--- config.mk ---
export PLATFORM = sky130hd
export DESIGN_NAME = ram_march_bist
export DESIGN_NICKNAME = d
export VERILOG_FILES = /design/src/rtl/ram_bist_pkg.sv /design/src/rtl/bist_addr_counter.sv /design/src/rtl/ram_march_bist.sv
export SDC_FILE = /design/constraint.sdc
export NUM_CORES = 1
export LEC_CHECK = 0
export CORE_MARGIN = 5
export CORE_UTILIZATION = 56
export DETAILED_ROUTE_END_ITERATION = 12
export MAX_ROUTING_LAYER = met4
export PLACE_DENSITY = 0.87
export SYNTH_ARGS = -nofsm -noshare
export SYNTH_HDL_FRONTEND = slang
export SYNTH_SLANG_ARGS = --single-unit
--- constraint.sdc ---
create_clock -name clk -period 8.43 [get_ports clk]
set_clock_uncertainty 0.15 [all_clocks]
set_input_delay 1.686 -clock clk [delete_from_list [all_inputs] [get_ports clk]]
set_output_delay 1.686 -clock clk [all_outputs]
set_load 0.02 [all_outputs]
--- src/rtl/ram_bist_pkg.sv ---
// Shared types for the March C- RAM BIST: FSM states, element numbering and
// the per-element operation table (direction, read/write backgrounds, op mix).
package ram_bist_pkg;

  typedef enum logic [3:0] {
    IDLE, M0, M1, M2, M3, M4, M5, FLUSH, DONE
  } state_e;

  localparam logic [2:0] ELEM_M0   = 3'd0;
  localparam logic [2:0] ELEM_M1   = 3'd1;
  localparam logic [2:0] ELEM_M2   = 3'd2;
  localparam logic [2:0] ELEM_M3   = 3'd3;
  localparam logic [2:0] ELEM_M4   = 3'd4;
  localparam logic [2:0] ELEM_M5   = 3'd5;
  localparam logic [2:0] ELEM_NONE = 3'd6;

  typedef struct packed {
    logic up;      // 1: address 0 -> mem_size-1
    logic has_rd;
    logic rd_bg;   // expected read background bit
    logic has_wr;
    logic wr_bg;   // write background bit
  } elem_cfg_t;

  // Entries 6 and 7 describe "no march element": no ops at all.
  localparam elem_cfg_t ELEM_TBL [0:7] = '{
    '{up: 1'b1, has_rd: 1'b0, rd_bg: 1'b0, has_wr: 1'b1, wr_bg: 1'b0},
    '{up: 1'b1, has_rd: 1'b1, rd_bg: 1'b0, has_wr: 1'b1, wr_bg: 1'b1},
    '{up: 1'b1, has_rd: 1'b1, rd_bg: 1'b1, has_wr: 1'b1, wr_bg: 1'b0},
    '{up: 1'b0, has_rd: 1'b1, rd_bg: 1'b0, has_wr: 1'b1, wr_bg: 1'b1},
    '{up: 1'b0, has_rd: 1'b1, rd_bg: 1'b1, has_wr: 1'b1, wr_bg: 1'b0},
    '{up: 1'b1, has_rd: 1'b1, rd_bg: 1'b0, has_wr: 1'b0, wr_bg: 1'b0},
    '{up: 1'b1, has_rd: 1'b0, rd_bg: 1'b0, has_wr: 1'b0, wr_bg: 1'b0},
    '{up: 1'b1, has_rd: 1'b0, rd_bg: 1'b0, has_wr: 1'b0, wr_bg: 1'b0}
  };

  function automatic logic [2:0] elem_num(input state_e s);
    case (s)
      M0:      return ELEM_M0;
      M1:      return ELEM_M1;
      M2:      return ELEM_M2;
      M3:      return ELEM_M3;
      M4:      return ELEM_M4;
      M5:      return ELEM_M5;
      default: return ELEM_NONE;
    endcase
  endfunction

  function automatic state_e next_elem_state(input state_e s);
    case (s)
      M0:      return M1;
      M1:      return M2;
      M2:      return M3;
      M3:      return M4;
      M4:      return M5;
      M5:      return FLUSH;
      default: return s;
    endcase
  endfunction

endpackage

--- src/rtl/bist_addr_counter.sv ---
// Loadable up/down address counter; 'last' flags the terminal address of the
// current direction (mem_size-1 going up, 0 going down), never a natural wrap.
module bist_addr_counter #(
  parameter int addr_size = 10,
  parameter int mem_size  = 1024
) (
  input  logic                 clk,
  input  logic                 rst,
  input  logic                 load,
  input  logic                 load_up,
  input  logic                 step,
  input  logic                 up,
  output logic [addr_size-1:0] cnt,
  output logic                 last
);

  localparam logic [addr_size-1:0] LAST_ADDR = addr_size'(mem_size - 1);

  logic [addr_size-1:0] cnt_q, cnt_d;

  always_comb begin
    cnt_d = cnt_q;
    if (load) begin
      cnt_d = load_up ? '0 : LAST_ADDR;
    end else if (step) begin
      cnt_d = up ? cnt_q + 1'b1 : cnt_q - 1'b1;
    end
  end

  always_ff @(posedge clk) begin
    if (rst) begin
      cnt_q <= '0;
    end else begin
      cnt_q <= cnt_d;
    end
  end

  assign cnt  = cnt_q;
  assign last = up ? (cnt_q == LAST_ADDR) : (cnt_q == '0);

endmodule

--- src/rtl/ram_march_bist.sv ---
// March C- BIST controller for a single-port synchronous RAM with registered
// read data; reports the first failing address and march element.
module ram_march_bist
  import ram_bist_pkg::*;
#(
  parameter int addr_size = 10,
  parameter int data_size = 8,
  parameter int mem_size  = 1024
) (
  input  logic                 clk,
  input  logic                 rst,
  input  logic                 start,
  output logic                 cs,
  output logic                 rw,
  output logic [addr_size-1:0] addr,
  output logic [data_size-1:0] d_in,
  input  logic [data_size-1:0] d_out,
  output logic                 busy,
  output logic                 done,
  output logic                 fail,
  output logic [addr_size-1:0] fail_addr,
  output logic [2:0]           fail_elem
);

  state_e               state_q, state_d;
  logic                 phase_q, phase_d;
  logic                 cs_q, cs_d, rw_q, rw_d, busy_q, busy_d, done_q, done_d;
  logic [data_size-1:0] d_in_q, d_in_d;
  logic                 cmp_vld_q, cmp_vld_d;
  logic [data_size-1:0] cmp_exp_q, cmp_exp_d;
  logic [addr_size-1:0] cmp_addr_q, cmp_addr_d;
  logic [2:0]           cmp_elem_q, cmp_elem_d;
  logic                 fail_q, fail_d;
  logic [addr_size-1:0] fail_addr_q, fail_addr_d;
  logic [2:0]           fail_elem_q, fail_elem_d;

  logic                 cnt_load, cnt_load_up, cnt_step, cnt_up, cnt_last;
  logic [addr_size-1:0] cnt;
  logic [2:0]           cur_elem, nxt_elem;
  logic                 two_op, start_ok;

  bist_addr_counter #(
    .addr_size (addr_size),
    .mem_size  (mem_size)
  ) u_cnt (
    .clk     (clk),
    .rst     (rst),
    .load    (cnt_load),
    .load_up (cnt_load_up),
    .step    (cnt_step),
    .up      (cnt_up),
    .cnt     (cnt),
    .last    (cnt_last)
  );

  always_comb begin
    cur_elem = elem_num(state_q);
    state_d  = state_q;
    phase_d  = phase_q;
    cnt_load = 1'b0;
    cnt_step = 1'b0;
    cnt_up   = ELEM_TBL[cur_elem].up;
    two_op   = ELEM_TBL[cur_elem].has_rd && ELEM_TBL[cur_elem].has_wr;
    start_ok = ((state_q == IDLE) || (state_q == DONE)) && start;

    case (state_q)
      IDLE, DONE: begin
        if (start) begin
          state_d  = M0;
          phase_d  = 1'b0;
          cnt_load = 1'b1;
        end
      end
      FLUSH: state_d = DONE;
      default: begin
        if (two_op && !phase_q) begin
          phase_d = 1'b1;
        end else begin
          phase_d = 1'b0;
          if (cnt_last) begin
            state_d  = next_elem_state(state_q);
            cnt_load = (state_d != FLUSH);
          end else begin
            cnt_step = 1'b1;
          end
        end
      end
    endcase

    // Pin values for the op presented next cycle, decoded from the next state.
    nxt_elem    = elem_num(state_d);
    cnt_load_up = ELEM_TBL[nxt_elem].up;
    cs_d        = (nxt_elem != ELEM_NONE);
    rw_d        = cs_d && ELEM_TBL[nxt_elem].has_wr &&
                  (!ELEM_TBL[nxt_elem].has_rd || phase_d);
    d_in_d      = rw_d ? {data_size{ELEM_TBL[nxt_elem].wr_bg}} : '0;
    busy_d      = cs_d || (state_d == FLUSH);
    done_d      = (state_d == DONE);

    // A read on the pins now returns d_out next cycle; capture its context.
    cmp_vld_d  = cs_q && !rw_q;
    cmp_exp_d  = {data_size{ELEM_TBL[cur_elem].rd_bg}};
    cmp_addr_d = cnt;
    cmp_elem_d = cur_elem;

    fail_d      = fail_q;
    fail_addr_d = fail_addr_q;
    fail_elem_d = fail_elem_q;
    if (start_ok) begin
      fail_d      = 1'b0;
      fail_addr_d = '0;
      fail_elem_d = '0;
    end else if (cmp_vld_q && (d_out != cmp_exp_q) && !fail_q) begin
      fail_d      = 1'b1;
      fail_addr_d = cmp_addr_q;
      fail_elem_d = cmp_elem_q;
    end
  end

  always_ff @(posedge clk) begin
    if (rst) begin
      state_q     <= IDLE;
      phase_q     <= 1'b0;
      cs_q        <= 1'b0;
      rw_q        <= 1'b0;
      d_in_q      <= '0;
      busy_q      <= 1'b0;
      done_q      <= 1'b0;
      cmp_vld_q   <= 1'b0;
      cmp_exp_q   <= '0;
      cmp_addr_q  <= '0;
      cmp_elem_q  <= '0;
      fail_q      <= 1'b0;
      fail_addr_q <= '0;
      fail_elem_q <= '0;
    end else begin
      state_q     <= state_d;
      phase_q     <= phase_d;
      cs_q        <= cs_d;
      rw_q        <= rw_d;
      d_in_q      <= d_in_d;
      busy_q      <= busy_d;
      done_q      <= done_d;
      cmp_vld_q   <= cmp_vld_d;
      cmp_exp_q   <= cmp_exp_d;
      cmp_addr_q  <= cmp_addr_d;
      cmp_elem_q  <= cmp_elem_d;
      fail_q      <= fail_d;
      fail_addr_q <= fail_addr_d;
      fail_elem_q <= fail_elem_d;
    end
  end

  assign cs        = cs_q;
  assign rw        = rw_q;
  assign addr      = cnt;
  assign d_in      = d_in_q;
  assign busy      = busy_q;
  assign done      = done_q;
  assign fail      = fail_q;
  assign fail_addr = fail_addr_q;
  assign fail_elem = fail_elem_q;

endmodule

==> results of run 1 <==
==> critical path, delay by kind of cell <==
kind / cells / cell delay [ns]
buffers and inverters: 1 / 0.52
AO/OA/AOI/OAI: 3 / 0.55
AND/OR/NAND/NOR: 3 / 1.13
==> area by class of cell <==
cell class / count / area, um^2
Sequential cell: 49 / 980.9
Fill cell: 352 / 1305
Timing Repair Buffer: 48 / 475.5
Clock inverter: 3 / 26.28
Inverter: 9 / 33.78
Tap cell: 52 / 65.06
Clock buffer: 5 / 68.82
Multi-Input combinational cell: 210 / 1429
==> path summary, 6_finish.rpt <==
check             slack (ns)  startpoint  cells past startpoint      endpoint
setup / recovery        4.61       start                      7  u_cnt.cnt[3]
hold / removal          0.30          rw                      1     cmp_vld_q
setup reg to reg        4.88  state_q[2]                      8  u_cnt.cnt[9]
hold reg to reg         0.30          rw                      1     cmp_vld_q
==> through the flow <==
stage / instance area (um^2) / setup slack (ns) / utilization (%) / cells / total power [uW]
floorplan: 2556 / 5.160 / - / 289 / 304.4
global placement: 2984 / 4.378 / 68.07 / 368 / 329.7
detailed placement: 2984 / 4.298 / 68.07 / 368 / 331.8
CTS: 3079 / 4.623 / 70.23 / 376 / 472.8
global route: 3079 / 4.455 / 70.23 / 376 / 491.1
finish: 3079 / 4.611 / 70.23 / 376 / 469.8
==> sequential cells by signal, summed over array words and instances, names as in the netlist <==
name / cells
busy: 1
cmp_addr_q: 10
cmp_elem_q: 3
cmp_exp_q: 1
cmp_vld_q: 1
cs: 1
d_in: 1
done: 1
fail: 1
fail_addr: 10
fail_elem: 3
phase_q: 1
rw: 1
state_q: 4
u_cnt.cnt: 10
==> power breakdown <==
group          switching (uW)  internal [uW]
sequential               11.1            241
clock                    82.8           60.3
combinational            39.0           35.0
==> synthesized netlist by cell type, types with 2 or more instances <==
master	instances	area [um^2]
ha_1	8	100.1
clkbuf_1	6	22.52
nand3_1	6	30.03
nor2_1	47	176.4
inv_1	9	33.78
nand3b_1	2	15.01
nor3b_1	4	30.03
and4_1	2	17.52
nor2b_1	12	75.07
a21o_1	2	15.01
buf_2	6	30.03
xnor2_1	4	35.03
or3_1	2	12.51
a31oi_1	2	12.51
a211oi_1	3	22.52
a21oi_1	16	80.08
nand2_1	16	60.06
o21ai_1	2	10.01
o21ai_0	12	60.06
a311oi_2	10	150.1
xor2_1	4	35.03
nor3_1	6	30.03
nand4_1	3	18.77
mux2i_1	13	130.1
dfxtp_1	49	980.9
nor4_1	8	50.05
buf_4	7	52.55
and3_1	2	12.51
nand2b_1	3	18.77
==> routing by layer <==
metal	vias up	track usage, %
met5	-	-
met4	0	5.670
met1	996	23.51
met2	57	29.46
li1	1093	-
met3	5	3.935
==> cell families (layout without fill, tap and decap cells) <==
group	count (synthesis)	in the layout	synth area share, %
AOI/OAI and AO/OA	58	58	17.92
muxes	14	14	5.678
DFF	49	49	38.37
and+or+nand+nor	121	121	24.57
xor gates and xnor gates	8	8	2.741
adders and majority gates	9	9	4.699
buffers and inverters	30	65	6.020
==> results, run 1 <==
- The via total after detailed routing is roughly 2.2k.
- Max-cap violations in this run came to 0.
- The number of failing setup endpoints in the final timing report is 0.
- The global-route congestion overflow total is 0.
- Summed over all nets, the half-perimeter wirelength after detailed placement is 4028 um.
- The number of antenna violations at the first check in global routing is 0.
- In the layout the commonest cells are dfxtp_1, nor2_1, clkdlybuf4s50_1.
- During I/O placement, the number of pins put on the boundary was 47.
- In this design, the stage delay of the slowest critical-path cell is 0.61 ns.
- The post-synthesis cell area is 2556 um^2.
- The highest layer touched by signal routing is met4.
- The cell row count is 24.
- For this run, asynchronously set or reset flops after synthesis account for 0%.
- The number of antenna diodes in the final layout is 0.
- For the pin with the worst max-slew slack, the measured transition is 0.7960 ns.
- The critical path data required time is 8.51 ns.
- The startpoint-to-endpoint class of the critical path is in2reg.
- The total core area is around 4400 um^2.
- In this run, synthesis produced a sequential element count of 49.
- The area overhead of the layout relative to synthesis is 20.46%.
- The maximum vdd ir drop is ~0.09 mV.
- The clock sink count is 49.
- Measured against its own limit, the worst slew margin works out to 46.78%.
- The class of the worst hold path is reg2reg.
- STA classifies the critical path endpoint as a flop.
- The signal arrival time at the worst endpoint is 3.90 ns.
- The via count of the first global-routing pass is 1923.
- The highest net fanout along the worst path is 10.
- For this run, the number of Yosys warnings is 0.
- For the final routed database, the setup TNS stands at 0 ns.
- The number of buffers inserted for hold repair after clock tree synthesis is 0.
- The static leakage power is 0.001217 uW.
- The die footprint is ~6000 um^2.
- The final weighted congestion in routability-driven placement is just under 0.9.
- The number of buffers added on ports is 46.
- The final wirelength is 5486 um.
- The vertical die dimension is 77.56 um.
- For this run, design rule violations remaining after detail routing come to 0.
- Once the clock tree was built, the resizer swapped 0 gates to a different size.
- STA classifies the critical path startpoint as an input pin.
- The number of synthesized flops with an enable pin is 0.
- Traced cell by cell, the critical path runs through clkdlybuf4s50_1 > nor4b_2 > nor2_1 > o21ai_0 > a31oi_1 > or3b_1 > a311oi_2.
- Based on the critical path, the design can be clocked at up to 261.8 MHz.
- The routed metal-1 wire length is 2560 um.
- The overall global routing resource usage is around 18%.
- Cells with a size suffix above 1 make up under 10% of the layout.
- Buffers inserted during clock tree synthesis total 5.
- The run finished with clean final reports.
- Among all flip-flop cells after synthesis, the most frequent one is dfxtp_1.
- The number of distinct library cells after synthesis is 52.
- The hold violation total from the final report is 0.
- The maximum count of clock buffers along a single path is 2.
- The synthesized area per cell is about 8.8 um^2.
- Entering global routing, the biggest net connects 35 pins.
- The number of routed nets with antenna violations is 0.
- After detailed routing, the met3 layer carries about 320 um of wire.
- The cell sitting at the root of the clock tree is a clkbuf_8.
- The slowest stage of the critical path is the or3b_1 cell.
- The net count of the finished layout is ~340.
- The die width is about 78 um.
- Once the floorplan was initialized, standard cells occupied 58.30% of the core.
- In this run the power density over the cells is ~150 nW/um^2.
- Before antenna repair, the detailed router went through 4 iterations.
- The routed length on met2 is 2552 um.
- After detailed routing, the average wire length per cell comes to 14.59 um.
- The clock reaches the later pin of the worst-skew pair after 0.31 ns.
- Buffers added to address setup during post-CTS repair amount to 0.
- The number of nets in the synthesized netlist is 309.
- The most common cell after layout, fill and taps aside is dfxtp_1.
- The number of instances in the synthesized netlist is approximately 290.
- The detailed router's first-iteration violation count is 113.
- Clock-pin slew was measured on the worst setup and hold paths at 0.10 ns.
- The minimum period implied by the final worst setup slack is around 3.8 ns.
- The number of slew-limit violations in the final report is 0.
- Setup repair after global routing left no endpoint under its margin.
- After synthesis, flip-flops and latches occupy 38.37% of the total area.
- The first global-routing pass estimated 8976 um of wire.
- The average vias per placed instance is approximately 5.7.
- TritonCTS built the clock tree.
- The tightest hold margin is 0.2952 ns.
- The number of levels in the clock H-tree is 2.
- The worst path uses between 40% and 50% of the clock period.
Note: power is estimated with default switching activity, not from simulation.
==> inputs of run 2 (changes only) <==
--- a/config.mk
+++ b/config.mk
@@ -6,10 +6,10 @@
 export NUM_CORES = 1
 export LEC_CHECK = 0
 export CORE_MARGIN = 5
-export CORE_UTILIZATION = 56
+export CORE_UTILIZATION = 52
 export DETAILED_ROUTE_END_ITERATION = 12
 export MAX_ROUTING_LAYER = met4
-export PLACE_DENSITY = 0.87
+export PLACE_DENSITY = 0.81
 export SYNTH_ARGS = -nofsm -noshare
 export SYNTH_HDL_FRONTEND = slang
 export SYNTH_SLANG_ARGS = --single-unit
==> constraint.sdc (replaced) <==
create_clock -name clk -period 3.6 [get_ports clk]
set_clock_uncertainty 0.15 [all_clocks]
set_input_delay 0.72 -clock clk [delete_from_list [all_inputs] [get_ports clk]]
set_output_delay 0.72 -clock clk [all_outputs]
set_load 0.02 [all_outputs]
==> run 2 against run 1 <==
Worst setup slack got worse by 4.0 ns. Wire length increased by 0.18%. Core utilization down 4.0 points. Global-route usage increased by 0.46 points. Sequential power rose by 130%. Largest cell class unchanged. First-iteration DRC count grew 11%. Power grew to 2.6 times the previous value. Largest power group unchanged. Combinational power grew 140%. Clock power grew to 3.2 times the previous value. Via count up 2.1%.
==> results, run 2 (synthesized netlist as in run 1, its figures left out) <==
- The global-route track usage on met2 is 30.46% (was 29.46%).
- The number of remaining DRC errors was 0 (unchanged).
- The clock insertion delay at the later pin of the skew report is 0.29 ns (was 0.31 ns).
- The peak clock frequency supported by timing is about 330 MHz.
- The number of antenna violations at the first check in global routing came to 0 (unchanged).
- The number of buffers added on ports is 46 (unchanged).
- The number of buffers inserted by post-CTS setup repair was 0 (unchanged).
- The number of failing setup endpoints in the final timing report was 0 (unchanged).
- The HPWL reported at the end of detailed placement is 4155 um (was 4028 um).
- The signal arrival time at the worst endpoint is 3.10 ns (was 3.90 ns).
- The share of layout cells above drive strength 1 was 9.231% (was 8.951%).
- The initial core utilization is 53.76% (was 58.30%).
- After layout, the minimum clock period comes to just over 3 ns.
- Commonest cells after routing, fill and taps aside: dfxtp_1, nor2_1, clkdlybuf4s50_1 (unchanged).
- The net count of the finished layout is 344 (was 343).
- The kind of start point of the critical path is a flop (was input pin).
- The hold violation total from the final report was 0 (unchanged).
- The most common cell after layout, fill and taps aside was dfxtp_1 (unchanged).
- The accumulated negative setup slack came to 0 ns (unchanged).
- The first-pass GRT wire length was 9597 um (was 8976 um).
- The final weighted congestion in routability-driven placement is 0.9864 (was 0.8656).
- The length of the first detailed-routing pass in iterations is 4 (unchanged).
- The static leakage power was 0.001249 uW (was 0.001217 uW).
- The number of maximum-capacitance violations is 0 (unchanged).
- The count of cells resized by post-cts repair is 0 (unchanged).
- The critical path data required time is 3.66 ns (was 8.51 ns).
- The tightest slew margin relative to the limit is 46.04% (was 46.78%).
- The highest net fanout along the worst path came to 20 (was 10).
- The power density over cell area is 389.5 nW/um^2 (was 152.6 nW/um^2).
- The via count of the first global-routing pass is 2065 (was 1923).
- The maximum count of clock buffers along a single path is 2 (unchanged).
- The global-route congestion overflow total came to 0 (unchanged).
- The placed instance count is 384 (was 368).
- The tightest hold margin came to 0.2921 ns (was 0.2952 ns).
- Status: finished, final reports clean (unchanged).
- The endpoint class of the critical path is a flop (unchanged).
- The startpoint-to-endpoint class of the critical path is reg2reg (was in2reg).
- The area overhead of the layout relative to synthesis was 23.15% (was 20.46%).
- The final wirelength is 5496 um (was 5486 um).
- The via total after detailed routing is 2196 (was 2151).
- The final standard cell count with taps included and fillers excluded was 392 (was 376).
- The die footprint is 6418 um^2 (was 6016 um^2).
- The number of levels in the clock H-tree was 2 (unchanged).
- The number of routed nets with antenna violations is 0 (unchanged).
- The clock sink count is 49 (unchanged).
- The maximum vdd ir drop came to 0.2327 mV (was 0.09096 mV).
- The global-route track usage on met1 came to 24.88% (was 23.51%).
- The CTS tree is yes (unchanged).
- The post-route fraction of the period consumed by the critical path is 84.35%.
- The cell row count is 25 (was 24).
- The count of boundary I/O pins was 47 (unchanged).
- The number of buffers inserted for hold repair after clock tree synthesis came to 0 (unchanged).
- The peak-usage layer in the global routing report is met2 (unchanged).
- The slew at the pin closest to its max-slew limit is 0.8072 ns (was 0.7960 ns).
- The detailed router's first-iteration violation count is 125 (was 113).
- The die width is 80.11 um (was 77.56 um).
- The class of the worst hold path is reg2reg (unchanged).
- Unrepaired setup endpoints after global routing: no (unchanged).
- The clock buffer count from CTS is 5 (unchanged).
- The antenna diode count came to 0 (unchanged).
- The overall global routing resource usage is 18.95% (was 18.49%).
- The met3 usage in global routing is 3.475% (was 3.935%).
- The vertical die dimension was 80.11 um (was 77.56 um).
- The average vias per placed instance came to 5.602 (was 5.721).
- The wire length per cell after detailed routing is 14.02 um (was 14.59 um).
- The clock root buffer was clkbuf_8 (unchanged).
- The total core area is 4755 um^2 (was 4384 um^2).
- The clock transition at the registers of the reported paths is 0.09 ns (was 0.10 ns).
- The maximum number of pins on one net before global-route repair is 22 (was 35).
- The number of slew-limit violations in the final report is 0 (unchanged).
## run 2: layout make-up
| cell class | count | area [um^2] |
|---|---|---|
| fill | 408 | 1607 |
| multi-input combinational | 210 | 1429 |
| sequential | 49 | 980.9 |
| timing repair buffer | 49 | 483.0 |
| tap | 67 | 83.83 |
| clock buffer | 5 | 68.82 |
| clock inverter | 3 | 68.82 |
| inverter | 9 | 33.78 |
## run 2: path summary, 6_finish.rpt
kind	from	end	slack [ns]	cells past startpoint
max	state_q[1]	u_cnt.cnt[9]	0.56	9
min	rw	cmp_vld_q	0.29	1
max reg2reg	state_q[1]	u_cnt.cnt[9]	0.56	9
min reg2reg	rw	cmp_vld_q	0.29	1
## run 2: report_power, final
group          switching (uW)  internal [uW]  total, uW
registers                27.1            565        592
logic                    93.2           82.3        176
clock network             179            280        458
## run 2: routing by layer
layer  wire length (um)  part of all wire (%)  vias up
li1                   -                     -     1091
met1               2534                    46     1033
met2               2620                    48       68
met3                295                   5.4        4
met4                 46                  0.84        0
met5                  0                     0        -
## run 2: worst max-delay path: stages, from the launching register on
cell and delay (ns):
dfxtp_1 0.79, nor3b_4 0.09, buf_4 0.22, ha_1 0.22, a21o_1 0.18, a2111oi_0 0.54, a211o_1 0.23, and3_1 0.14
o21ai_0 0.11, a311oi_2 0.29
## run 2: per-stage QoR
stage	util [%]	instance area (um^2)	setup WS, ns	power [uW]
after floorplan	-	2556	0.8313	712.8
after global placement	63.32	3010	0.5133	774.6
after detailed placement	63.32	3010	0.3890	779.7
after CTS	66.21	3148	0.5844	1234
after global routing	66.21	3148	0.3476	1285
final	66.21	3148	0.5633	1226
